<file path="config.mk">
export PLATFORM = sky130hd
export DESIGN_NAME = cordic_vectoring_iterative
export DESIGN_NICKNAME = d
export VERILOG_FILES = /design/src/rtl/cordic_pkg.sv /design/src/rtl/cordic_micro_rotation.sv /design/src/rtl/cordic_vectoring_iterative.sv
export SDC_FILE = /design/constraint.sdc
export NUM_CORES = 1
export LEC_CHECK = 0
export CORE_MARGIN = 1
export CORE_UTILIZATION = 54
export CTS_CLUSTER_SIZE = 8
export DETAILED_ROUTE_END_ITERATION = 10
export GPL_TIMING_DRIVEN = 0
export PLACE_DENSITY_LB_ADDON = 0.05
export SKIP_CTS_REPAIR_TIMING = 1
export SYNTH_ARGS = -nofsm -noshare
export SYNTH_HDL_FRONTEND = slang
export SYNTH_SLANG_ARGS = --single-unit
export TNS_END_PERCENT = 5
</file>
<file path="constraint.sdc">
create_clock -name clk_i -period 4.4 [get_ports clk_i]
set_clock_uncertainty 0.15 [all_clocks]
set_input_delay 0.66 -clock clk_i [delete_from_list [all_inputs] [get_ports clk_i]]
set_output_delay 0.66 -clock clk_i [all_outputs]
set_load 0.1 [all_outputs]
</file>
<file path="src/rtl/cordic_pkg.sv">
// Shared CORDIC constants: default widths, atan table, FSM encoding and 1/K shift set.
// The 1/K shift set is only used by builds with CORDIC_GAIN_COMP_EN defined.
package cordic_pkg;

    localparam int DATA_W_DEF = 8;
    localparam int N_ITER_DEF = 7;
    localparam int GUARD_DEF  = 2;

    // 1/K ~ 0.6074 ~ 2^-1 + 2^-3 - 2^-6 - 2^-9
    localparam int                INVK_N            = 4;
    localparam int                INVK_SH [INVK_N]  = '{1, 3, 6, 9};
    localparam logic [INVK_N-1:0] INVK_NEG          = 4'b1100;

    typedef enum logic [1:0] {
        ST_IDLE  = 2'd0,
        ST_ITER  = 2'd1,
        ST_SCALE = 2'd2,
        ST_DONE  = 2'd3
    } cordic_state_e;

    // round(atan(2^-i) * 2^7 / pi), binary-angle units for an 8-bit angle
    function automatic int atan_lut(input int i);
        case (i)
            0:       return 32;
            1:       return 19;
            2:       return 10;
            3:       return 5;
            4:       return 3;
            5:       return 1;
            6:       return 1;
            default: return 0;
        endcase
    endfunction

endpackage

</file>
<file path="src/rtl/cordic_micro_rotation.sv">
// One combinational CORDIC micro-rotation: x/y shift-add plus angle accumulate.
// Shared between the vectoring and rotation cores.
module cordic_micro_rotation #(
    parameter int XW = 10,
    parameter int ZW = 8,
    parameter int CW = 3
) (
    input  logic signed [XW-1:0] i_x,
    input  logic signed [XW-1:0] i_y,
    input  logic signed [ZW-1:0] i_z,
    input  logic signed [ZW-1:0] i_atan,
    input  logic        [CW-1:0] i_shift,
    input  logic                 i_dir_pos,
    output logic signed [XW-1:0] o_x,
    output logic signed [XW-1:0] o_y,
    output logic signed [ZW-1:0] o_z
);

    logic signed [XW-1:0] w_x_sh;
    logic signed [XW-1:0] w_y_sh;

    assign w_x_sh = i_x >>> i_shift;
    assign w_y_sh = i_y >>> i_shift;

    // Positive direction drives y toward zero from above
    always_comb begin
        if (i_dir_pos) begin
            o_x = i_x + w_y_sh;
            o_y = i_y - w_x_sh;
            o_z = i_z + i_atan;
        end else begin
            o_x = i_x - w_y_sh;
            o_y = i_y + w_x_sh;
            o_z = i_z - i_atan;
        end
    end

endmodule

</file>
<file path="src/rtl/cordic_vectoring_iterative.sv">
// Iterative vectoring CORDIC: (x,y) -> magnitude and phase, one micro-rotation per clock.
// Optional CORDIC_GAIN_COMP_EN adds a SCALE state so mag_o is the true magnitude.
module cordic_vectoring_iterative
    import cordic_pkg::*;
#(
    parameter int DATA_W = DATA_W_DEF,
    parameter int N_ITER = N_ITER_DEF,
    parameter int GUARD  = GUARD_DEF
) (
    input  logic                     clk_i,
    input  logic                     rst_i,
    input  logic signed [DATA_W-1:0] x_i,
    input  logic signed [DATA_W-1:0] y_i,
    input  logic                     data_in_valid_strobe_i,
    output logic        [DATA_W:0]   mag_o,
    output logic signed [DATA_W-1:0] angle_o,
    output logic                     data_out_valid_strobe_o,
    output logic                     busy_o
);

    localparam int XW = DATA_W + GUARD;
    localparam int MW = DATA_W + 1;
    localparam int CW = (N_ITER > 1) ? $clog2(N_ITER) : 1;

    cordic_state_e r_state;
    cordic_state_e w_state_nxt;

    logic signed [XW-1:0]     r_x;
    logic signed [XW-1:0]     r_y;
    logic signed [DATA_W-1:0] r_z;
    logic        [CW-1:0]     r_cnt;
    logic                     r_zero;
    logic        [MW-1:0]     r_mag;
    logic signed [DATA_W-1:0] r_angle;

    logic signed [XW-1:0]     w_x_ext;
    logic signed [XW-1:0]     w_y_ext;
    logic signed [XW-1:0]     w_x_init;
    logic signed [XW-1:0]     w_y_init;
    logic signed [DATA_W-1:0] w_z_init;
    logic                     w_neg;
    logic signed [XW-1:0]     w_x_rot;
    logic signed [XW-1:0]     w_y_rot;
    logic signed [DATA_W-1:0] w_z_rot;
    logic signed [DATA_W-1:0] w_atan;
    logic                     w_dir_pos;
    logic                     w_last;
    logic                     w_start;

    function automatic logic [MW-1:0] sat_mag(input logic signed [XW-1:0] v);
        if (v < 0) return '0;
        if (int'(v) > (2 ** MW) - 1) return '1;
        return MW'(v);
    endfunction

    // Left-half-plane inputs are folded by pi; negation in guarded width cannot overflow
    assign w_neg    = x_i[DATA_W-1];
    assign w_x_ext  = {{GUARD{x_i[DATA_W-1]}}, x_i};
    assign w_y_ext  = {{GUARD{y_i[DATA_W-1]}}, y_i};
    assign w_x_init = w_neg ? -w_x_ext : w_x_ext;
    assign w_y_init = w_neg ? -w_y_ext : w_y_ext;
    assign w_z_init = w_neg ? {1'b1, {(DATA_W-1){1'b0}}} : '0;

    assign w_start   = (r_state == ST_IDLE) && data_in_valid_strobe_i;
    assign w_last    = (r_cnt == CW'(N_ITER - 1));
    assign w_dir_pos = ~r_y[XW-1];
    assign w_atan    = DATA_W'(atan_lut(int'(r_cnt)));

    cordic_micro_rotation #(
        .XW (XW),
        .ZW (DATA_W),
        .CW (CW)
    ) u_rot (
        .i_x       (r_x),
        .i_y       (r_y),
        .i_z       (r_z),
        .i_atan    (w_atan),
        .i_shift   (r_cnt),
        .i_dir_pos (w_dir_pos),
        .o_x       (w_x_rot),
        .o_y       (w_y_rot),
        .o_z       (w_z_rot)
    );

`ifdef CORDIC_GAIN_COMP_EN
    logic signed [XW-1:0] w_x_scaled;

    always_comb begin
        w_x_scaled = '0;
        for (int k = 0; k < INVK_N; k++) begin
            if (INVK_NEG[k]) w_x_scaled = w_x_scaled - (r_x >>> INVK_SH[k]);
            else             w_x_scaled = w_x_scaled + (r_x >>> INVK_SH[k]);
        end
    end
`endif

    always_ff @(posedge clk_i) begin
        if (rst_i) r_state <= ST_IDLE;
        else       r_state <= w_state_nxt;
    end

    always_comb begin
        w_state_nxt = r_state;
        case (r_state)
            ST_IDLE: begin
                if (data_in_valid_strobe_i) w_state_nxt = ST_ITER;
            end
            ST_ITER: begin
`ifdef CORDIC_GAIN_COMP_EN
                if (w_last) w_state_nxt = ST_SCALE;
`else
                if (w_last) w_state_nxt = ST_DONE;
`endif
            end
            ST_SCALE: w_state_nxt = ST_DONE;
            ST_DONE:  w_state_nxt = ST_IDLE;
            default:  w_state_nxt = ST_IDLE;
        endcase
    end

    always_ff @(posedge clk_i) begin
        if (rst_i) begin
            r_x     <= '0;
            r_y     <= '0;
            r_z     <= '0;
            r_cnt   <= '0;
            r_zero  <= 1'b0;
            r_mag   <= '0;
            r_angle <= '0;
        end else begin
            case (r_state)
                ST_IDLE: begin
                    if (w_start) begin
                        r_x    <= w_x_init;
                        r_y    <= w_y_init;
                        r_z    <= w_z_init;
                        r_cnt  <= '0;
                        r_zero <= (x_i == '0) && (y_i == '0);
                    end
                end
                ST_ITER: begin
                    r_x   <= w_x_rot;
                    r_y   <= w_y_rot;
                    r_z   <= w_z_rot;
                    r_cnt <= r_cnt + CW'(1);
`ifndef CORDIC_GAIN_COMP_EN
                    // Result registers load on the final rotation so DONE presents them
                    if (w_last) begin
                        r_mag   <= r_zero ? '0 : sat_mag(w_x_rot);
                        r_angle <= r_zero ? '0 : w_z_rot;
                    end
`endif
                end
                ST_SCALE: begin
`ifdef CORDIC_GAIN_COMP_EN
                    r_mag   <= r_zero ? '0 : sat_mag(w_x_scaled);
                    r_angle <= r_zero ? '0 : r_z;
`endif
                end
                default: begin
                end
            endcase
        end
    end

    assign mag_o                   = r_mag;
    assign angle_o                 = r_angle;
    assign data_out_valid_strobe_o = (r_state == ST_DONE);
    assign busy_o                  = (r_state != ST_IDLE);

endmodule

</file>
==> flow_summary.yaml, run 1 <==
grt:
  globalRouteOverflowTotal: 0
  track_usage: 0.330
  grt_pass1_wl_um: 24900
  grt_pass1_vias: 4771
  antenna_found_initial: 0
  grt_max_degree: 16
floorplanning:
  placementRows: 34
  pin_count: 38
  die_h_um: 98.0
  dieWidth_um: 98.0
  start_util: 0.565
  dieArea_sq_mm: 0.00960
  core_sq_mm: 0.00881
place:
  io_buffers: 35
  place_hpwl_um: 11800
  preCtsSetupSlack_ps: -784
  routabilityCongestion: 1.02
clock_tree:
  cts_made_buffers: 5
  cts_sinks: 51
  root_buffer: "clkbuf_8"
  clk_latency_ps: 310
  cts_max_path_buffers: 2
  clk_pin_slew_ps: 100
  htreeDepth: 2
  cts_tree: "done"
detailed_routing:
  drtAntennaViolNets: 0
  drtIter0Drc: 403
  dr.pass1.iters: 5
  post_drt_wl_per_cell_um: 19.4
  wirelength_um: 15500
  vias: 4998
  vias_per_cell: 6.26
  drc: 0
power:
  peakVddDrop_mv: 0.395
  power.density_mw_per_mm2: 787
  leakage_nw: 2.24
logic_synthesis:
  post-synth-top-area-fraction: 0.205
  ys.flop_type: "dfxtp_1"
  synth_top_area_cell: "dfxtp_1"
  synth.most_common_cell: "nor2_1"
  synthCells: 645
  synth.distinct_cells: 61
  ys_warn_count: 0
  synth_nets: 706
  synth_common_cells: "83 x nor2_1, 61 x a21oi_1, 56 x nand2_1"
  ys_ff_latch: 51
  syn_area_sq_mm: 0.00497
  syn_avg_cell_area_sq_um: 7.71
  synth_area_leaders: "dfxtp_1 21%, ha_1 9.8%, nor2_1 6.3%"
  ys_seq_area_frac: 0.205
  ys_async_sr_fraction: 0
  synth_edf_count: 0
sta:
  setup_slack_ps: 168
  fin_crit_ps: 4230
  worst_pin_slew_ps: 976
  drv_slew: 0
  setup_tns_ps: 0
  post-route-period-util: 0.962
  fmax_mhz: 236
  finalSetupViolCount: 0
  rsz0062_at_grt: "true"
  relSlewSlack: 0.347
  hold_violations: 0
worst_setup_path:
  cp-startpoint: "r_cnt[1]"
  r2r_start: "r_cnt[1]"
  startpoint_type: "flip-flop"
  rr_endpoint: "mag_o[2]"
  critPathKind: "reg -> reg"
  cp_slowest_cell: "dfxtp_2"
  worst_ep_required_time_ps: 4470
  cp_data_arrival_time_ps: 4310
  endpoint_kind: "flip-flop"
  reg2reg_depth: 19
  cpPeakStageDelay_ps: 350
  path_cells: "buf_6 > buf_12 > buf_12 > buf_6 > buf_8 > mux4_2 > and2_1 > nor2_4 > ha_4 > nor3b_4 > nor2_1 > o32ai_2 > ha_2 > a21oi_1 > a21oi_2 > o41ai_4 > o21a_2 > xnor3_2 > o31ai_2"
  worstSetupEndpoint: "mag_o[2]"
  rrSetupSlack_ps: 170
  critPathMaxFanout: 10
outcome:
  outcome: "finished clean"
finish:
  num-fill-cells: 794
  area_growth_pct: 16.5
  fin_util: 0.658
  multi_input_area_sq_mm: 0.00379
  drive_gt1_frac: 0.113
  seq_area_sq_mm: 0.00103
  nets: 752
  diodes: 0
hold_path:
  hold_path_class: "reg -> reg"
job:
  cap_violations: 0
-- registers in the layout, indices dropped and copies added (netlist names) --
register	count
r_x	10
r_zero	1
r_cnt	3
r_y	10
r_state	2
r_z	8
mag_o	9
angle_o	8
-- cell usage in the layout, fill, tap and decap left out, types with 5 or more instances in the layout --
cell,n
clkdlybuf4s50_1,35
o21ai_1,5
mux2_2,10
o211ai_1,10
nor4_1,5
xnor2_1,27
o21a_1,5
a31oi_1,5
xor2_1,13
a21oi_1,59
mux2i_1,16
nor2b_1,11
mux4_2,11
dfxtp_1,48
inv_1,31
clkbuf_1,24
o31ai_1,12
and2_1,5
a32oi_1,5
a22oi_1,6
o21bai_1,6
o21ai_0,31
nor3_1,16
nor2_1,82
clkbuf_8,5
nand2_1,56
nand2b_1,14
a211oi_1,10
nand3_1,5
ha_1,35
or3_1,6
-- worst max-delay path, delay by kind of cell, from the launching register on --
family          cells  cell delay [ps]
buf+inv             5              700
flops               1              350
compound gates      6             1190
simple gates        4              660
mux                 1              280
xor+xnor            1              320
fa+ha+maj           2              470
-- worst min-delay path by stage --
stage | start | to | slack (ps) | depth (start not counted)
detailed placement | mag_o[7] | mag_o[7] | 300 | 2
CTS | mag_o[3] | mag_o[3] | 320 | 2
global route | mag_o[7] | mag_o[7] | 340 | 2
finish | mag_o[5] | mag_o[5] | 310 | 2
floorplan | r_x[0] | r_x[0] | 290 | 2
global placement | mag_o[1] | mag_o[1] | 280 | 2
-- kinds of logic (layout without fill, tap and decap cells) --
| kind of cell | Yosys count | in the layout | share of synthesized area |
|---|---|---|---|
| multiplexers | 40 | 40 | 0.112 |
| flip-flops | 51 | 51 | 0.205 |
| XOR/XNOR | 42 | 43 | 0.0797 |
| adder cells (fa/ha/maj) | 42 | 42 | 0.110 |
| AND/OR/NAND/NOR | 216 | 216 | 0.199 |
| buffers and inverters | 71 | 116 | 0.0599 |
| AO/OA/AOI/OAI | 183 | 183 | 0.234 |
-- area by class of cell --
class / instances / area share
inverters: 32 / 0.0207
multi-input cells: 524 / 0.654
well taps: 108 / 0.0233
flip-flops and latches: 51 / 0.177
clock inverters: 2 / 0.00648
plain buffers: 38 / 0.0406
repair buffers: 39 / 0.0657
clock buffers: 5 / 0.0119
-- per-stage QoR --
step | std cells | cell area, sq um | total power [mW] | hold slack (ps)
6_report | 799 | 5790 | 4.56 | 314
5_1_grt | 799 | 5790 | 4.92 | 339
4_1_cts | 795 | 5570 | 4.24 | 316
3_5_place_dp | 788 | 5470 | 3.88 | 296
3_3_place_gp | 788 | 5470 | 3.83 | 285
2_1_floorplan | 645 | 4980 | 3.09 | 294
-- routing by layer --
metal  track usage  share of wire
met4         0.131          0.025
met3        0.0293          0.071
met5             0              0
met1         0.469           0.45
met2         0.515           0.46
-- report_power, final --
part,switching [mW],leakage [nW],internal (mW)
clock,0.161,0.0502,0.166
sequential,0.164,0.417,0.553
combinational,2.07,1.77,1.45
Note: power is estimated with default switching activity, not from simulation.
==> run 2, diff against run 1 <==
CTS_CLUSTER_DIAMETER = 120   (was not set)
SLEW_MARGIN = 20   (was not set)
==> results of run 2 <==
The final DEF is identical to that of run 1; final timing and power are the same.
==> variant, RTL diff (config.mk and constraints of run 2) <==
`GUARD_DEF`: 2 -> 4.
--- a/src/rtl/cordic_pkg.sv
+++ b/src/rtl/cordic_pkg.sv
@@ -6,3 +6,3 @@
     localparam int N_ITER_DEF = 7;
-    localparam int GUARD_DEF  = 2;
+    localparam int GUARD_DEF  = 4;
 
Function: same outputs for any inputs over 4 cycles, from zero or initial values and one cycle with rst_i high; that may be too few to reach the edited logic, so the function may still have changed.
==> variant against run 2 <==
The run now ends with setup timing left. Setup slack worse by 0.17 ns. Power is 20% higher. Sequential cell count rose by 4. Wire length is 12% higher. Worst hold slack better by 0.027 ns. Design area grew 10%. Area after synthesis rose by 8.9%. Largest cell class unchanged.
==> variant: results (changes against run 2) <==
Global route
  – M1 GR Usage: 0.4208 (was 0.4690)
  – First-pass GRT wire length: 26.17 mm (was 24.93 mm)
  – Overall Global Routing Usage: 0.3347 (was 0.3296)
  – Vias in the first global route: 5010 (was 4771)
  – Met3 Usage GRT: 0.05335 (was 0.02935)
  – Met2 Use GR: 0.5653 (was 0.5152)
  – Largest net degree at the start of global routing: 19 (was 16)

Final layout
  – Fraction of area in registers: 0.1743 (was 0.1774)
  – Nets: 819 (was 752)
  – Share of cells above drive strength 1: 0.1232 (was 0.1129)
  – Multi-input gate share of total cell area: 0.6597 (was 0.6539)
  – Multi-input gates: 580 (was 524)
  – Data buffer area share: 0.1090 (was 0.1063)
  – Layout filler cell count: 862 (was 794)
  – Non-clock buffers: 85 (was 77)

Worst hold path
  – Hold path depth: 1 (was 2)
  – Hold Path End: mag_o[3] (was mag_o[5])
  – Hold_sp: mag_o[3] (was mag_o[5])

Power and ir drop
  – P_seq: 0.774 mW (was 0.717 mW)
  – Internal power: 2.590 mW (was 2.168 mW)
  – Peak supply drop: 390.1 µV (was 394.8 µV)
  – Leakage: 2.431 nW (was 2.241 nW)
  – Comb pwr share: 0.801 (was 0.771)

Outcome
  – Run status: finished with violations (was finished, final reports clean)
  – Failing checks: setup timing

STA
  – Max_slew headroom: 0.3418 (was 0.3472)
  – # setup viols final: 2 (was 0)
  – Final worst slack: -0.002106 ns (was 0.1680 ns)
  – Setup tns final: -0.003078 ns (was 0 ns)

Route
  – Met3 WL post-DR: 1.158 mm (was 1.102 mm)
  – Met2 wire length: 8.374 mm (was 7.100 mm)
  – Via/cell ratio: 6.140 (was 6.255)

Worst setup path
  – Worst path slowest cell: dfxtp_4 (was dfxtp_2)
  – Worst Setup EP: mag_o[8] (was mag_o[2])
  – CP max stage delay: 0.41 ns (was 0.35 ns)
  – Reg2Reg Depth: 21 (was 19)

Clock tree
  – Worst-skew pair later-pin latency: 0.34 ns (was 0.31 ns)
  – Clock-pin slew on the worst setup and hold paths: 0.12 ns (was 0.10 ns)
  – Clock sink count: 55 (was 51)

Placed design
  – GPL Wtd Cong: 0.9184 (was 1.022)
  – # port buffers: 36 (was 35)
  – HPWL after detailed placement: 13.24 mm (was 11.83 mm)

Yosys
  – Commonest cells post-synth: nor2_1, a21oi_1, nand2_1 (unchanged)
  – Post-synth cell types: 60 (was 61)
  – Syn nets: 767 (was 706)
  – Register area share after synthesis: 0.2033 (was 0.2053)

Floorplanning
  – Die ar.: 10430 µm² (was 9598 µm²)
  – Core ar.: 9729 µm² (was 8806 µm²)
## variant: changes by cell type in the layout (fill, tap and decap cells not counted), moves of 5 or more
cell / delta
a211oi_1: +5
a22oi_1: +5
o21ai_0: +6
nor2_1: +12
a22o_1: +9
xor2_1: +7
a21oi_1: +5
ha_1: +6
o31ai_1: -8
inv_1: -5
## variant: cells by family after synthesis
family / synth area share
compound gates: 0.2419
xor+xnor: 0.08501
fa+ha+maj: 0.1104
buf+inv: 0.04897
flops: 0.2033
mux: 0.1060
simple gates: 0.2044
## variant: stage by stage
stage	hold WS [ns]	instances	power [mW]	worst slack, ns	area (µm²)
after floorplan	0.2920	702	3.846	-0.03309	5433
after global placement	0.3119	871	4.633	-1.264	5959
after detailed placement	0.3183	871	4.745	-1.378	5959
after CTS	0.3463	879	5.091	-1.426	6051
after global routing	0.3529	888	5.917	-0.1174	6369
final	0.3406	888	5.470	-0.002106	6369
